===== config.mk =====
export PLATFORM = sky130hd
export DESIGN_NAME = fp_divide32_seq
export DESIGN_NICKNAME = d
export VERILOG_FILES = /design/src/rtl/fp_divide32_seq_pkg.sv /design/src/rtl/fp_div32_round.sv /design/src/rtl/fp_divide32_seq.sv
export SDC_FILE = /design/constraint.sdc
export NUM_CORES = 1
export LEC_CHECK = 0
export CAP_MARGIN = 20
export CORE_MARGIN = 2
export CORE_UTILIZATION = 40
export CTS_CLUSTER_DIAMETER = 150
export DETAILED_ROUTE_END_ITERATION = 16
export GPL_TIMING_DRIVEN = 0
export PLACE_DENSITY = 0.58
export SYNTH_ARGS = -nofsm -noshare
export SYNTH_HDL_FRONTEND = slang
export SYNTH_HIERARCHICAL = 1
export SYNTH_SLANG_ARGS = --single-unit

===== constraint.sdc =====
create_clock -name clk -period 3.45 [get_ports clk]
set_clock_uncertainty 0.05 [all_clocks]
set_input_delay 0.69 -clock clk [delete_from_list [all_inputs] [get_ports clk]]
set_output_delay 0.69 -clock clk [all_outputs]
set_load 0.005 [all_outputs]

===== src/rtl/fp_divide32_seq_pkg.sv =====
// ============================================================================
//  Module      : fp32Pkg (package)
//  Description : Shared FP32 types for the FPU datapath blocks: the binary32
//                field layout, rounding-mode encoding, special-value
//                constants, divider FSM states and an operand unpack helper.
//  Config      : FPDIV32_SUBNORM_EN - when defined, subnormal operands are
//                pre-normalized by unpack_op; otherwise they unpack as zero.
//  Revision    : 1.0 - initial release
// ============================================================================
`default_nettype none

package fp32Pkg;

    typedef struct packed {
        logic        sign;
        logic [7:0]  exp;
        logic [22:0] frac;
    } fp32_t;

    // Encodings 5-7 are not listed; consumers treat them as RNE.
    typedef enum logic [2:0] {
        RM_RNE = 3'd0,
        RM_RTZ = 3'd1,
        RM_RUP = 3'd2,
        RM_RDN = 3'd3,
        RM_RMM = 3'd4
    } rm_t;

    typedef enum logic [2:0] {
        S_IDLE   = 3'd0,
        S_UNPACK = 3'd1,
        S_DIV    = 3'd2,
        S_NORM   = 3'd3,
        S_ROUND  = 3'd4,
        S_DONE   = 3'd5
    } state_t;

    localparam logic [31:0] c_qnan    = 32'h7FC0_0000;
    localparam logic [30:0] c_inf_abs = 31'h7F80_0000;
    localparam logic [30:0] c_max_abs = 31'h7F7F_FFFF;
    localparam int          c_qbits   = 28;

    // Classified operand with hidden bit restored and an unbiased-offset
    // exponent wide enough for pre-normalized subnormals.
    typedef struct packed {
        logic              sign;
        logic              zero;
        logic              inf;
        logic              nan;
        logic              snan;
        logic [23:0]       mant;
        logic signed [9:0] exp;
    } op_t;

    // Leading-zero count of a 24-bit value (24 when the value is zero).
    function automatic logic [4:0] lzc24(input logic [23:0] v);
        logic [4:0] cnt;
        logic       found;
        cnt   = 5'd0;
        found = 1'b0;
        for (int i = 23; i >= 0; i--) begin
            if (!found) begin
                if (v[i]) found = 1'b1;
                else      cnt   = cnt + 5'd1;
            end
        end
        return cnt;
    endfunction

    function automatic op_t unpack_op(input logic [31:0] f);
        fp32_t v;
        op_t   r;
`ifdef FPDIV32_SUBNORM_EN
        logic [4:0] lz;
`endif
        v      = f;
        r.sign = v.sign;
        r.inf  = (v.exp == 8'hFF) && (v.frac == 23'd0);
        r.nan  = (v.exp == 8'hFF) && (v.frac != 23'd0);
        r.snan = r.nan && !v.frac[22];
        r.mant = {1'b1, v.frac};
        r.exp  = $signed({2'b00, v.exp});
`ifdef FPDIV32_SUBNORM_EN
        r.zero = (v.exp == 8'h00) && (v.frac == 23'd0);
        if ((v.exp == 8'h00) && !r.zero) begin
            // Shift the fraction up to put a one in the hidden-bit position;
            // the effective exponent of a subnormal is 1 before the shift.
            lz     = lzc24({1'b0, v.frac});
            r.mant = {1'b0, v.frac} << lz;
            r.exp  = 10'sd1 - $signed({5'd0, lz});
        end
`else
        r.zero = (v.exp == 8'h00);
`endif
        return r;
    endfunction

endpackage

`default_nettype wire


===== src/rtl/fp_div32_round.sv =====
// ============================================================================
//  Module      : fp_div32_round
//  Description : Combinational rounder/packer for the FP32 divider. Takes a
//                normalized (or subnormal-aligned) 28-bit quotient plus
//                sticky, applies the rounding mode, detects overflow and
//                produces the packed result and exception flags.
//  Config      : FPDIV32_SUBNORM_EN - undefined: tiny results flush to signed
//                zero with underflow and inexact set.
//  Ports       : i_sign/i_exp/i_mant/i_sticky/i_tiny - quotient to round
//                i_rm                                - rounding mode
//                o_result                            - packed FP32 result
//                o_overflow/o_underflow/o_inexact    - exception flags
//  Revision    : 1.0 - initial release
// ============================================================================
`default_nettype none

module fp_div32_round
    import fp32Pkg::*;
(
    input  logic              i_sign,
    input  logic signed [9:0] i_exp,
    input  logic [27:0]       i_mant,
    input  logic              i_sticky,
    input  logic              i_tiny,
    input  logic [2:0]        i_rm,
    output logic [31:0]       o_result,
    output logic              o_overflow,
    output logic              o_underflow,
    output logic              o_inexact
);

    logic        w_guard;
    logic        w_round;
    logic        w_stk;
    logic        w_lost;
    logic        w_inc;
    logic        w_to_max;
    logic        w_ovf;
    logic        w_flush;
    logic [7:0]  w_exp_field;
    logic [30:0] w_sum;

`ifdef FPDIV32_SUBNORM_EN
    assign w_flush = 1'b0;
`else
    assign w_flush = i_tiny;
`endif

    always_comb begin
        // Bit 3 is the half-ULP position below the 24-bit significand.
        w_guard = i_mant[3];
        w_round = i_mant[2];
        w_stk   = (|i_mant[1:0]) | i_sticky;
        w_lost  = w_guard | w_round | w_stk;

        case (i_rm)
            RM_RTZ:  w_inc = 1'b0;
            RM_RUP:  w_inc = ~i_sign & w_lost;
            RM_RDN:  w_inc = i_sign & w_lost;
            RM_RMM:  w_inc = w_guard;
            default: w_inc = w_guard & (w_round | w_stk | i_mant[4]);
        endcase

        // A subnormal-aligned quotient has no hidden bit and packs with a
        // zero exponent field; a rounding carry out of the fraction then
        // lands in the exponent field naturally.
        w_exp_field = i_mant[27] ? i_exp[7:0] : 8'd0;
        w_sum       = {w_exp_field, i_mant[26:4]} + {30'd0, w_inc};
        w_ovf       = (i_exp > 10'sd254) || (w_sum[30:23] == 8'hFF);

        // Overflow saturates to max finite when rounding toward zero or
        // when the directed mode points away from this sign's infinity.
        case (i_rm)
            RM_RTZ:  w_to_max = 1'b1;
            RM_RUP:  w_to_max = i_sign;
            RM_RDN:  w_to_max = ~i_sign;
            default: w_to_max = 1'b0;
        endcase

        o_result    = {i_sign, w_sum};
        o_overflow  = 1'b0;
        o_underflow = i_tiny & w_lost;
        o_inexact   = w_lost;
        if (w_flush) begin
            o_result    = {i_sign, 31'd0};
            o_underflow = 1'b1;
            o_inexact   = 1'b1;
        end else if (w_ovf) begin
            o_result    = {i_sign, (w_to_max ? c_max_abs : c_inf_abs)};
            o_overflow  = 1'b1;
            o_underflow = 1'b0;
            o_inexact   = 1'b1;
        end
    end

endmodule

`default_nettype wire


===== src/rtl/fp_divide32_seq.sv =====
// ============================================================================
//  Module      : fp_divide32_seq
//  Description : Iterative IEEE-754 binary32 divider (o = a / b). One divide
//                in flight; ld/done handshake. Restoring radix-2 mantissa
//                division retiring ITER_PER_CLK quotient bits per clock.
//  Config      : FPDIV32_SUBNORM_EN - subnormal inputs/outputs supported when
//                defined; flush-to-zero behaviour otherwise.
//  Ports       : clk, rst_n (async, active-low), ce (clock enable)
//                ld, a, b, rm      - start request and operands
//                o, done, busy     - result, one-cycle done pulse, busy
//                divzero, invalid, overflow, underflow, inexact - flags
//  Revision    : 1.0 - initial release
// ============================================================================
`default_nettype none

module fp_divide32_seq
    import fp32Pkg::*;
#(
    parameter int ITER_PER_CLK = 1
) (
    input  logic        clk,
    input  logic        rst_n,
    input  logic        ce,
    input  logic        ld,
    input  logic [31:0] a,
    input  logic [31:0] b,
    input  logic [2:0]  rm,
    output logic [31:0] o,
    output logic        done,
    output logic        busy,
    output logic        divzero,
    output logic        invalid,
    output logic        overflow,
    output logic        underflow,
    output logic        inexact
);

    localparam int         c_div_cyc  = c_qbits / ITER_PER_CLK;
    localparam logic [4:0] c_cnt_init = 5'(c_div_cyc - 1);

    state_t            r_state;
    logic [31:0]       r_a;
    logic [31:0]       r_b;
    logic [2:0]        r_rm;
    logic              r_sign;
    logic signed [9:0] r_exp;
    logic [24:0]       r_rem;
    logic [23:0]       r_div;
    logic [27:0]       r_q;
    logic [4:0]        r_cnt;
    logic              r_sticky;
    logic              r_tiny;
    logic [31:0]       r_o;
    logic              r_done;
    logic              r_busy;
    logic              r_divzero;
    logic              r_invalid;
    logic              r_overflow;
    logic              r_underflow;
    logic              r_inexact;

    // ---------------- unpack / special-case detection ----------------
    op_t               w_ua;
    op_t               w_ub;
    logic              w_sign;
    logic signed [9:0] w_exp;
    logic              w_spec;
    logic [31:0]       w_spec_o;
    logic              w_spec_dz;
    logic              w_spec_inv;

    always_comb begin
        w_ua       = unpack_op(r_a);
        w_ub       = unpack_op(r_b);
        w_sign     = w_ua.sign ^ w_ub.sign;
        w_exp      = w_ua.exp - w_ub.exp + 10'sd127;
        w_spec     = 1'b1;
        w_spec_o   = {w_sign, 31'd0};
        w_spec_dz  = 1'b0;
        w_spec_inv = 1'b0;
        if (w_ua.nan || w_ub.nan) begin
            w_spec_o   = c_qnan;
            w_spec_inv = w_ua.snan | w_ub.snan;
        end else if ((w_ua.zero && w_ub.zero) || (w_ua.inf && w_ub.inf)) begin
            w_spec_o   = c_qnan;
            w_spec_inv = 1'b1;
        end else if (w_ub.zero) begin
            w_spec_o  = {w_sign, c_inf_abs};
            w_spec_dz = ~w_ua.inf;
        end else if (w_ua.inf) begin
            w_spec_o = {w_sign, c_inf_abs};
        end else if (w_ua.zero || w_ub.inf) begin
            w_spec_o = {w_sign, 31'd0};
        end else begin
            w_spec = 1'b0;
        end
    end

    // ---------------- restoring division step(s) ----------------
    // The partial remainder stays below twice the divisor, so 25 bits hold
    // it across the shift without loss.
    logic [24:0] w_rem_nx;
    logic [27:0] w_q_nx;

    always_comb begin
        w_rem_nx = r_rem;
        w_q_nx   = r_q;
        for (int i = 0; i < ITER_PER_CLK; i++) begin
            if (w_rem_nx >= {1'b0, r_div}) begin
                w_rem_nx = w_rem_nx - {1'b0, r_div};
                w_q_nx   = {w_q_nx[26:0], 1'b1};
            end else begin
                w_q_nx   = {w_q_nx[26:0], 1'b0};
            end
            w_rem_nx = w_rem_nx << 1;
        end
    end

    // ---------------- normalization ----------------
    logic [27:0]       w_nq;
    logic signed [9:0] w_nexp;
    logic              w_nsticky;
    logic              w_ntiny;
`ifdef FPDIV32_SUBNORM_EN
    logic signed [9:0] w_sh;
    logic [27:0]       w_shout;
`endif

    always_comb begin
        w_nq      = r_q;
        w_nexp    = r_exp;
        w_nsticky = |r_rem;
        // Quotient of two [1,2) significands lies in (0.5,2): at most one
        // left shift puts the leading one in bit 27.
        if (!r_q[27]) begin
            w_nq   = {r_q[26:0], 1'b0};
            w_nexp = r_exp - 10'sd1;
        end
        w_ntiny = (w_nexp < 10'sd1);
`ifdef FPDIV32_SUBNORM_EN
        w_sh    = 10'sd1 - w_nexp;
        w_shout = 28'd0;
        if (w_ntiny) begin
            if (w_sh > 10'sd27) begin
                w_nsticky = w_nsticky | (|w_nq);
                w_nq      = 28'd0;
            end else begin
                {w_nq, w_shout} = {w_nq, 28'd0} >> w_sh;
                w_nsticky       = w_nsticky | (|w_shout);
            end
        end
`endif
    end

    // ---------------- rounding ----------------
    logic [31:0] w_rnd_o;
    logic        w_rnd_ovf;
    logic        w_rnd_unf;
    logic        w_rnd_inx;

    fp_div32_round u_round (
        .i_sign      (r_sign),
        .i_exp       (r_exp),
        .i_mant      (r_q),
        .i_sticky    (r_sticky),
        .i_tiny      (r_tiny),
        .i_rm        (r_rm),
        .o_result    (w_rnd_o),
        .o_overflow  (w_rnd_ovf),
        .o_underflow (w_rnd_unf),
        .o_inexact   (w_rnd_inx)
    );

    // ---------------- control FSM ----------------
    always_ff @(posedge clk or negedge rst_n) begin
        if (!rst_n) begin
            r_state     <= S_IDLE;
            r_a         <= 32'd0;
            r_b         <= 32'd0;
            r_rm        <= 3'd0;
            r_sign      <= 1'b0;
            r_exp       <= 10'sd0;
            r_rem       <= 25'd0;
            r_div       <= 24'd0;
            r_q         <= 28'd0;
            r_cnt       <= 5'd0;
            r_sticky    <= 1'b0;
            r_tiny      <= 1'b0;
            r_o         <= 32'd0;
            r_done      <= 1'b0;
            r_busy      <= 1'b0;
            r_divzero   <= 1'b0;
            r_invalid   <= 1'b0;
            r_overflow  <= 1'b0;
            r_underflow <= 1'b0;
            r_inexact   <= 1'b0;
        end else if (ce) begin
            case (r_state)
                S_IDLE: begin
                    if (ld) begin
                        r_a     <= a;
                        r_b     <= b;
                        r_rm    <= rm;
                        r_busy  <= 1'b1;
                        r_state <= S_UNPACK;
                    end
                end
                S_UNPACK: begin
                    if (w_spec) begin
                        r_o         <= w_spec_o;
                        r_divzero   <= w_spec_dz;
                        r_invalid   <= w_spec_inv;
                        r_overflow  <= 1'b0;
                        r_underflow <= 1'b0;
                        r_inexact   <= 1'b0;
                        r_done      <= 1'b1;
                        r_state     <= S_DONE;
                    end else begin
                        r_sign  <= w_sign;
                        r_exp   <= w_exp;
                        r_rem   <= {1'b0, w_ua.mant};
                        r_div   <= w_ub.mant;
                        r_q     <= 28'd0;
                        r_cnt   <= c_cnt_init;
                        r_state <= S_DIV;
                    end
                end
                S_DIV: begin
                    r_rem <= w_rem_nx;
                    r_q   <= w_q_nx;
                    if (r_cnt == 5'd0) r_state <= S_NORM;
                    else               r_cnt   <= r_cnt - 5'd1;
                end
                S_NORM: begin
                    r_q      <= w_nq;
                    r_exp    <= w_nexp;
                    r_sticky <= w_nsticky;
                    r_tiny   <= w_ntiny;
                    r_state  <= S_ROUND;
                end
                S_ROUND: begin
                    r_o         <= w_rnd_o;
                    r_divzero   <= 1'b0;
                    r_invalid   <= 1'b0;
                    r_overflow  <= w_rnd_ovf;
                    r_underflow <= w_rnd_unf;
                    r_inexact   <= w_rnd_inx;
                    r_done      <= 1'b1;
                    r_state     <= S_DONE;
                end
                S_DONE: begin
                    r_done  <= 1'b0;
                    r_busy  <= 1'b0;
                    r_state <= S_IDLE;
                end
                default: begin
                    r_done  <= 1'b0;
                    r_busy  <= 1'b0;
                    r_state <= S_IDLE;
                end
            endcase
        end
    end

    assign o         = r_o;
    assign done      = r_done;
    assign busy      = r_busy;
    assign divzero   = r_divzero;
    assign invalid   = r_invalid;
    assign overflow  = r_overflow;
    assign underflow = r_underflow;
    assign inexact   = r_inexact;

endmodule

`default_nettype wire


==> flow_summary_export.csv, run 1 <==
group,metric,value,unit
cells_and_area,diodes,0,
power_and_ir_drop,clkPwrFrac,17.6,%
clock_tree,cts.reportedPaths.clkPinSlew,0.06,ns
sta,tightest_slew,0.931,ns
power_and_ir_drop,power_frac_comb,53.1,%
sta,relSlewSlack,37.4,%
critical_path,critical_path_arrival,4.00,ns
die,initial_core_util,40.8,%
logic_synthesis,netlist.area_leader.share,43.4,%
clock_tree,cts_tree,"built",
logic_synthesis,ys_top_cells_by_count,"204 x dfrtp_1, 168 x nand2_1, 79 x a21oi_1",
power_and_ir_drop,p_switching,0.00616,W
sta,rsz0062_at_grt,"yes",
power_and_ir_drop,internal-power,0.00854,W
route,vias_per_cell,5.45,
sta,layout_min_cycle_time,3.65,ns
route,routed_wl,32200,µm
cells_and_area,nets,1506,
logic_synthesis,synth_edf_count,0,
sta,finalWorstSetupSlack,-0.204,ns
status,outcome,"finished, violations left",
die,io_pins,110,
die,dieHeight,176,µm
job,max-cap-violations,0,
route,drtPass1Iterations,4,
logic_synthesis,synth.avg_cell_area,9.53,µm²
clock_tree,h-tree-depth,1,
logic_synthesis,synth_warnings,6,
power_and_ir_drop,power_frac_seq,29.3,%
clock_tree,root_buffer,"clkbuf_16",
die,num_rows,62,
route,vias,9787,
logic_synthesis,synth_most_common_cell,"dfrtp_1",
clock_tree,cts_sinks,204,
cells_and_area,fin_area,14500,µm²
logic_synthesis,yosys.area.top_type,"dfrtp_1",
status,violations,"setup timing",
logic_synthesis,syn_area,11800,µm²
sta,setup_violations,26,
clock_tree,cts_buffers,24,
die,dieArea,30800,µm²
logic_synthesis,ys_types,81,
grt,grt_use_total,20.9,%
die,core,28900,µm²
sta,final_max_slew_viol_count,0,
sta,finalHoldViolCount,0,
route,postRouteAntennaNets,0,
critical_path,crit_type,"reg -> reg",
sta,finalCritPeriodShare,106,%
cells_and_area,drive_gt1_share,14.7,%
grt,grt_pass1_vias,9482,
critical_path,critical_path.slowest_cell,"or4_4",
logic_synthesis,synthCells,1235,
placement,hpwl,24000,µm
logic_synthesis,synthFlopType,"dfrtp_1",
critical_path,required,3.80,ns
critical_path,cp_slowest_stage_delay,0.55,ns
critical_path,crit_path_end_kind,"register",
logic_synthesis,seq_area_frac_synth,43.4,%
grt,antenna_found_initial,0,
critical_path,critPathMostFrequentCell,"or4_4",
grt,overflow,0,
power_and_ir_drop,power,0.0147,W
clock_tree,clk_latency,0.53,ns
critical_path,r2r_setup_slack,-0.20,ns
power_and_ir_drop,leakage,6.09,nW
clock_tree,clock_path_buffers,3,
logic_synthesis,async_reset_ff_share,100,%
die,die_w,176,µm
critical_path,path_cells,"or4_4 -> a211o_1 -> o211ai_1 -> a21oi_1 -> ha_2 -> nand4_4 -> nor2_4 -> nand4_1 -> xnor2_2 -> or4_4 -> o31ai_4 -> buf_6 -> buf_8 -> a21oi_2 -> a22o_1",
placement,place_congestion,0.901,
grt,grt_pass1_wl,51600,µm
route,drtIter0Drc,516,
logic_synthesis,ys_ff_latch,204,
placement,dpl-instance-area,13400,µm²
route,drc_errors,0,
placement,io_buffer_count,108,
hold_path,hold_class,"reg -> reg",
sta,fmax,274,MHz
power_and_ir_drop,pwr_density_cell,1010,nW/µm²
grt,grt_max_degree,86,
critical_path,cp-start-kind,"register",
power_and_ir_drop,ir_drop,0.000509,V
cells_and_area,area_growth,23.4,%
critical_path,critical_path.max_fanout,5,
route,routedWlPerCell,17.9,µm
logic_synthesis,synth_nets,1346,
logic_synthesis,synth.area.top_cells,"dfrtp_1 43%, mux2_2 5.9%, nand2_1 5.4%",
power_and_ir_drop,switching_share,41.9,%
sta,setup-tns-final,-3.95,ns
-- layer usage --
metal  part of all wire [%]  vias up  track usage (%)
li1                       -     4780                -
met1                     48     4727             30.0
met2                     45      228             33.2
met3                    4.2       52             2.27
met4                    2.5        0             6.65
met5                      0        -                0
-- critical path: cells and delay by family, from the launching register on --
| kind | cells | cell delay [ns] |
|---|---|---|
| AND/OR/NAND/NOR | 5 | 1.42 |
| AO/OA/AOI/OAI | 6 | 1.02 |
| flip-flops | 1 | 0.39 |
| buffers and inverters | 2 | 0.32 |
| adder cells (fa/ha/maj) | 1 | 0.24 |
| XOR/XNOR | 1 | 0.09 |
-- through the flow --
step / setup slack, ns / util, % / cells / hold WS [ns]
after detailed placement: -0.579 / 46.4 / 1729 / 0.392
after floorplan: 0.0643 / - / 1235 / 0.344
after global routing: -0.259 / 50.3 / 1795 / 0.460
final: -0.204 / 50.3 / 1795 / 0.405
after CTS: -0.149 / 50.2 / 1793 / 0.406
after global placement: -7.27 / 46.2 / 1727 / 0.383
-- flip-flops by register name (all words and copies together) (netlist names), 3 cells and up --
signal / flops
o: 32
r_a: 32
r_b: 32
r_q: 28
r_rem: 25
r_div: 24
r_exp: 10
r_cnt: 5
r_rm: 3
r_state: 3
-- placed cells by master (no fill, tap or decap), types with 5 or more instances in the layout --
master / count
a211oi_1: 8
a21o_1: 9
a21oi_1: 75
a21oi_2: 22
a22o_1: 30
a22oi_1: 5
a31oi_1: 9
and3_1: 14
buf_2: 5
buf_4: 19
buf_6: 11
clkbuf_1: 49
clkbuf_16: 25
clkbuf_8: 5
clkdlybuf4s50_1: 107
dfrtp_1: 202
ha_1: 36
inv_1: 60
mux2_2: 62
mux2i_1: 18
nand2_1: 168
nand2b_1: 7
nand3_1: 51
nand3b_1: 5
nand4_1: 19
nor2_1: 61
nor2_4: 7
nor2b_1: 5
nor3_1: 24
nor4_1: 23
o211ai_1: 6
o21a_1: 7
o21ai_0: 64
o22ai_1: 21
o31ai_1: 5
or3_1: 5
xnor2_1: 34
xor2_1: 24
-- power by group through the flow --
| stage | Sequential [W] | Combinational [W] | Clock (W) |
|---|---|---|---|
| after floorplan | 0.00401 | 0.00561 | 0 |
| after global placement | 0.00431 | 0.00736 | 0 |
| after detailed placement | 0.00432 | 0.00748 | 0 |
| after CTS | 0.00429 | 0.00780 | 0.00265 |
| after global routing | 0.00444 | 0.00864 | 0.00275 |
| final | 0.00431 | 0.00781 | 0.00258 |
-- final cells by class --
class	count	area [µm²]
Clock buffer	36	717
Fill cell	2772	14300
Tap cell	384	480
Sequential cell	204	5110
Clock inverter	6	82.6
Inverter	60	225
Timing Repair Buffer	135	1390
Multi-Input combinational cell	909	6190
Buffer	61	339
-- cell families after synthesis --
| kind of cell | count (synthesis) | synth area share [%] |
|---|---|---|
| buf+inv | 122 | 4.86 |
| compound gates | 306 | 17.5 |
| fa+ha+maj | 40 | 4.38 |
| xor+xnor | 59 | 4.39 |
| flops | 204 | 43.4 |
| simple gates | 424 | 18.1 |
| mux | 80 | 7.46 |
-- final timing paths --
kind                       startpoint        end  cells after the start
setup / recovery               r_q[1]      o[12]                     15
hold / removal              r_div[23]  r_div[23]                      2
setup reg to reg               r_q[1]      o[12]                     15
hold reg to reg             r_div[23]  r_div[23]                      2
max in group asynchronous       rst_n    r_b[13]                      4
min in group asynchronous       rst_n       o[3]                      2
-- timing repair --
| item | 4_1_cts | 5_1_grt |
|---|---|---|
| pin swaps | 25 | 10 |
| gates cloned | 2 | 0 |
| hold buffers | 1 | 0 |
| setup endpoints to repair | 28 | 38 |
| endpoints found under the hold margin | 3 | 0 |
| gates resized for setup | 23 | 9 |
| setup buffers | 19 | 4 |
(Power assumes the default switching activity.)
==> inputs of run 2 (changes only) <==
--- a/config.mk
+++ b/config.mk
@@ -6,6 +6,7 @@
 export NUM_CORES = 1
 export LEC_CHECK = 0
 export CAP_MARGIN = 20
+export CORE_ASPECT_RATIO = 1.1
 export CORE_MARGIN = 2
 export CORE_UTILIZATION = 40
 export CTS_CLUSTER_DIAMETER = 150
==> run 2 against run 1 <==
The flow still finishes with violations (setup timing). Power up 0.61%. Cell count down 1.2%. Flip-flop and latch count unchanged. Count of clock-buffer cells in the layout down 6. Routed wire length down 0.34%. Global-route usage about the same. Hold slack worse by 0.30 ns. Critical endpoint is now o[3]. Highest routed layer unchanged.
==> flow_summary_export.csv, run 2 (synthesis results as in run 1) <==
group,metric,value,unit
sta,fmax,285,MHz
sta,tightest_slew,0.897,ns
die,core,28800,µm²
die,dieArea,30800,µm²
sta,final_max_slew_viol_count,0,
grt,grt_max_degree,121,
clock_tree,root_buffer,"clkbuf_16",
critical_path,required,3.82,ns
hold_path,hold_class,"in -> async",
critical_path,critical_path.max_fanout,10,
job,max-cap-violations,0,
status,violations,"setup timing",
grt,grt-busiest-layer,"met2",
sta,finalCritPeriodShare,102,%
route,postRouteAntennaNets,0,
die,initial_core_util,40.9,%
die,dieHeight,184,µm
power_and_ir_drop,leakage,6.08,nW
die,io_pins,110,
clock_tree,hold_buffers,0,
sta,setup-tns-final,-0.781,ns
power_and_ir_drop,pwr_density_cell,1020,nW/µm²
sta,rsz0062_at_grt,"yes",
cells_and_area,layout_commonest_cell,"dfrtp_1",
critical_path,cp-start-kind,"register",
clock_tree,h-tree-depth,1,
cells_and_area,drive_gt1_share,14.9,%
route,vias_per_cell,5.50,
die,die_w,168,µm
grt,grt_pass1_wl,51500,µm
sta,relSlewSlack,39.8,%
sta,finalWorstSetupSlack,-0.0602,ns
cells_and_area,nets,1498,
critical_path,critical_path_arrival,3.88,ns
grt,antenna_found_initial,0,
clock_tree,cts_sinks,204,
power_and_ir_drop,ir_drop,0.000452,V
die,num_rows,65,
route,routed_wl,32100,µm
status,outcome,"finished, violations left",
critical_path,crit_type,"reg -> reg",
route,drtPass1Iterations,5,
clock_tree,clk_latency,0.54,ns
route,routedWlPerCell,18.1,µm
grt,grt_use_total,20.9,%
critical_path,crit_path_end_kind,"register",
clock_tree,clock_path_buffers,3,
route,drtIter0Drc,527,
placement,io_buffer_count,108,
grt,grt_pass1_vias,9533,
sta,finalHoldViolCount,0,
cells_and_area,area_growth,23.0,%
sta,setup_violations,20,
grt,overflow,0,
route,vias,9757,
grt,gr-usage-met2,36.1,%
grt,grt.met1_usage,27.1,%
cells_and_area,diodes,0,
route,drc_errors,0,
critical_path,r2r_setup_slack,-0.06,ns
placement,place_congestion,0.883,
power_and_ir_drop,power,0.0148,W
placement,hpwl,23800,µm
grt,grtUsageMet3,2.84,%
clock_tree,cts_buffers,24,
clock_tree,cts.reportedPaths.clkPinSlew,0.06,ns
clock_tree,cts_tree,"built",
sta,layout_min_cycle_time,3.51,ns
cells_and_area,most-common-layout-cells,"203 x dfrtp_1, 167 x nand2_1, 107 x clkdlybuf4s50_1",
## run 2: changes by cell type in the layout (fill, tap and decap cells not counted), moves of 2 or more
cell       change
clkinv_2       +2
buf_4          -4
bufinv_16      +3
buf_16         -2
clkbuf_8       -2
clkbuf_1       -3
## run 2: through the flow
step | cell area [µm²] | hold slack (ns) | worst slack (ns) | util, % | instances
global placement | 13300 | 0.391 | -7.20 | 46.2 | 1711
CTS | 14400 | 0.127 | -0.0379 | 50.0 | 1770
floorplan | 11800 | 0.344 | 0.0643 | - | 1235
global route | 14500 | 0.153 | -0.195 | 50.3 | 1773
detailed placement | 13300 | 0.396 | -0.483 | 46.4 | 1712
finish | 14500 | 0.105 | -0.0602 | 50.3 | 1773
## run 2: path summary, 6_finish.rpt
path,cells after the start,end,start
worst min-delay path,1,o[5],rst_n
worst min register to register,2,r_div[23],r_div[23]
max in group asynchronous,2,r_div[6],rst_n
min in group clk,2,r_div[23],r_div[23]
worst max-delay path,15,o[3],r_q[2]
worst max register to register,15,o[3],r_q[2]
## run 2: where the power goes
part           total (W)  internal [W]  switching (W)
sequential       0.00428       0.00337       0.000908
clock            0.00278       0.00172        0.00106
combinational    0.00773       0.00352        0.00420
## run 2: area by class of cell
class / count / area [µm²]
Buffer: 61 / 344
Clock buffer: 30 / 653
Clock inverter: 14 / 215
Fill cell: 2728 / 14300
Inverter: 60 / 225
Multi-Input combinational cell: 909 / 6200
Sequential cell: 204 / 5110
Tap cell: 368 / 460
Timing Repair Buffer: 127 / 1280
## run 2: timing repair
item	CTS	global route
setup endpoints to repair	28	37
buffers inserted	14	4
resized for setup	14	16
pin swaps	15	17
## run 2: worst max-delay path: stages (launching register included)
cell and delay (ns):
dfrtp_1 0.38, or4_4 0.55, a211o_1 0.24, o211ai_1 0.09
a21oi_1 0.10, ha_2 0.23, nand4_4 0.10, nor2_4 0.09
nand4_1 0.15, xnor2_2 0.09, or4_4 0.56, o31ai_4 0.25
buf_6 0.16, buf_12 0.13, a21oi_2 0.04, a22o_1 0.19
## run 2: layer usage
metal	routed length, µm	share of wire (%)
met5	0	0
met4	870	2.7
met3	1350	4.2
met2	15400	48
met1	14500	45
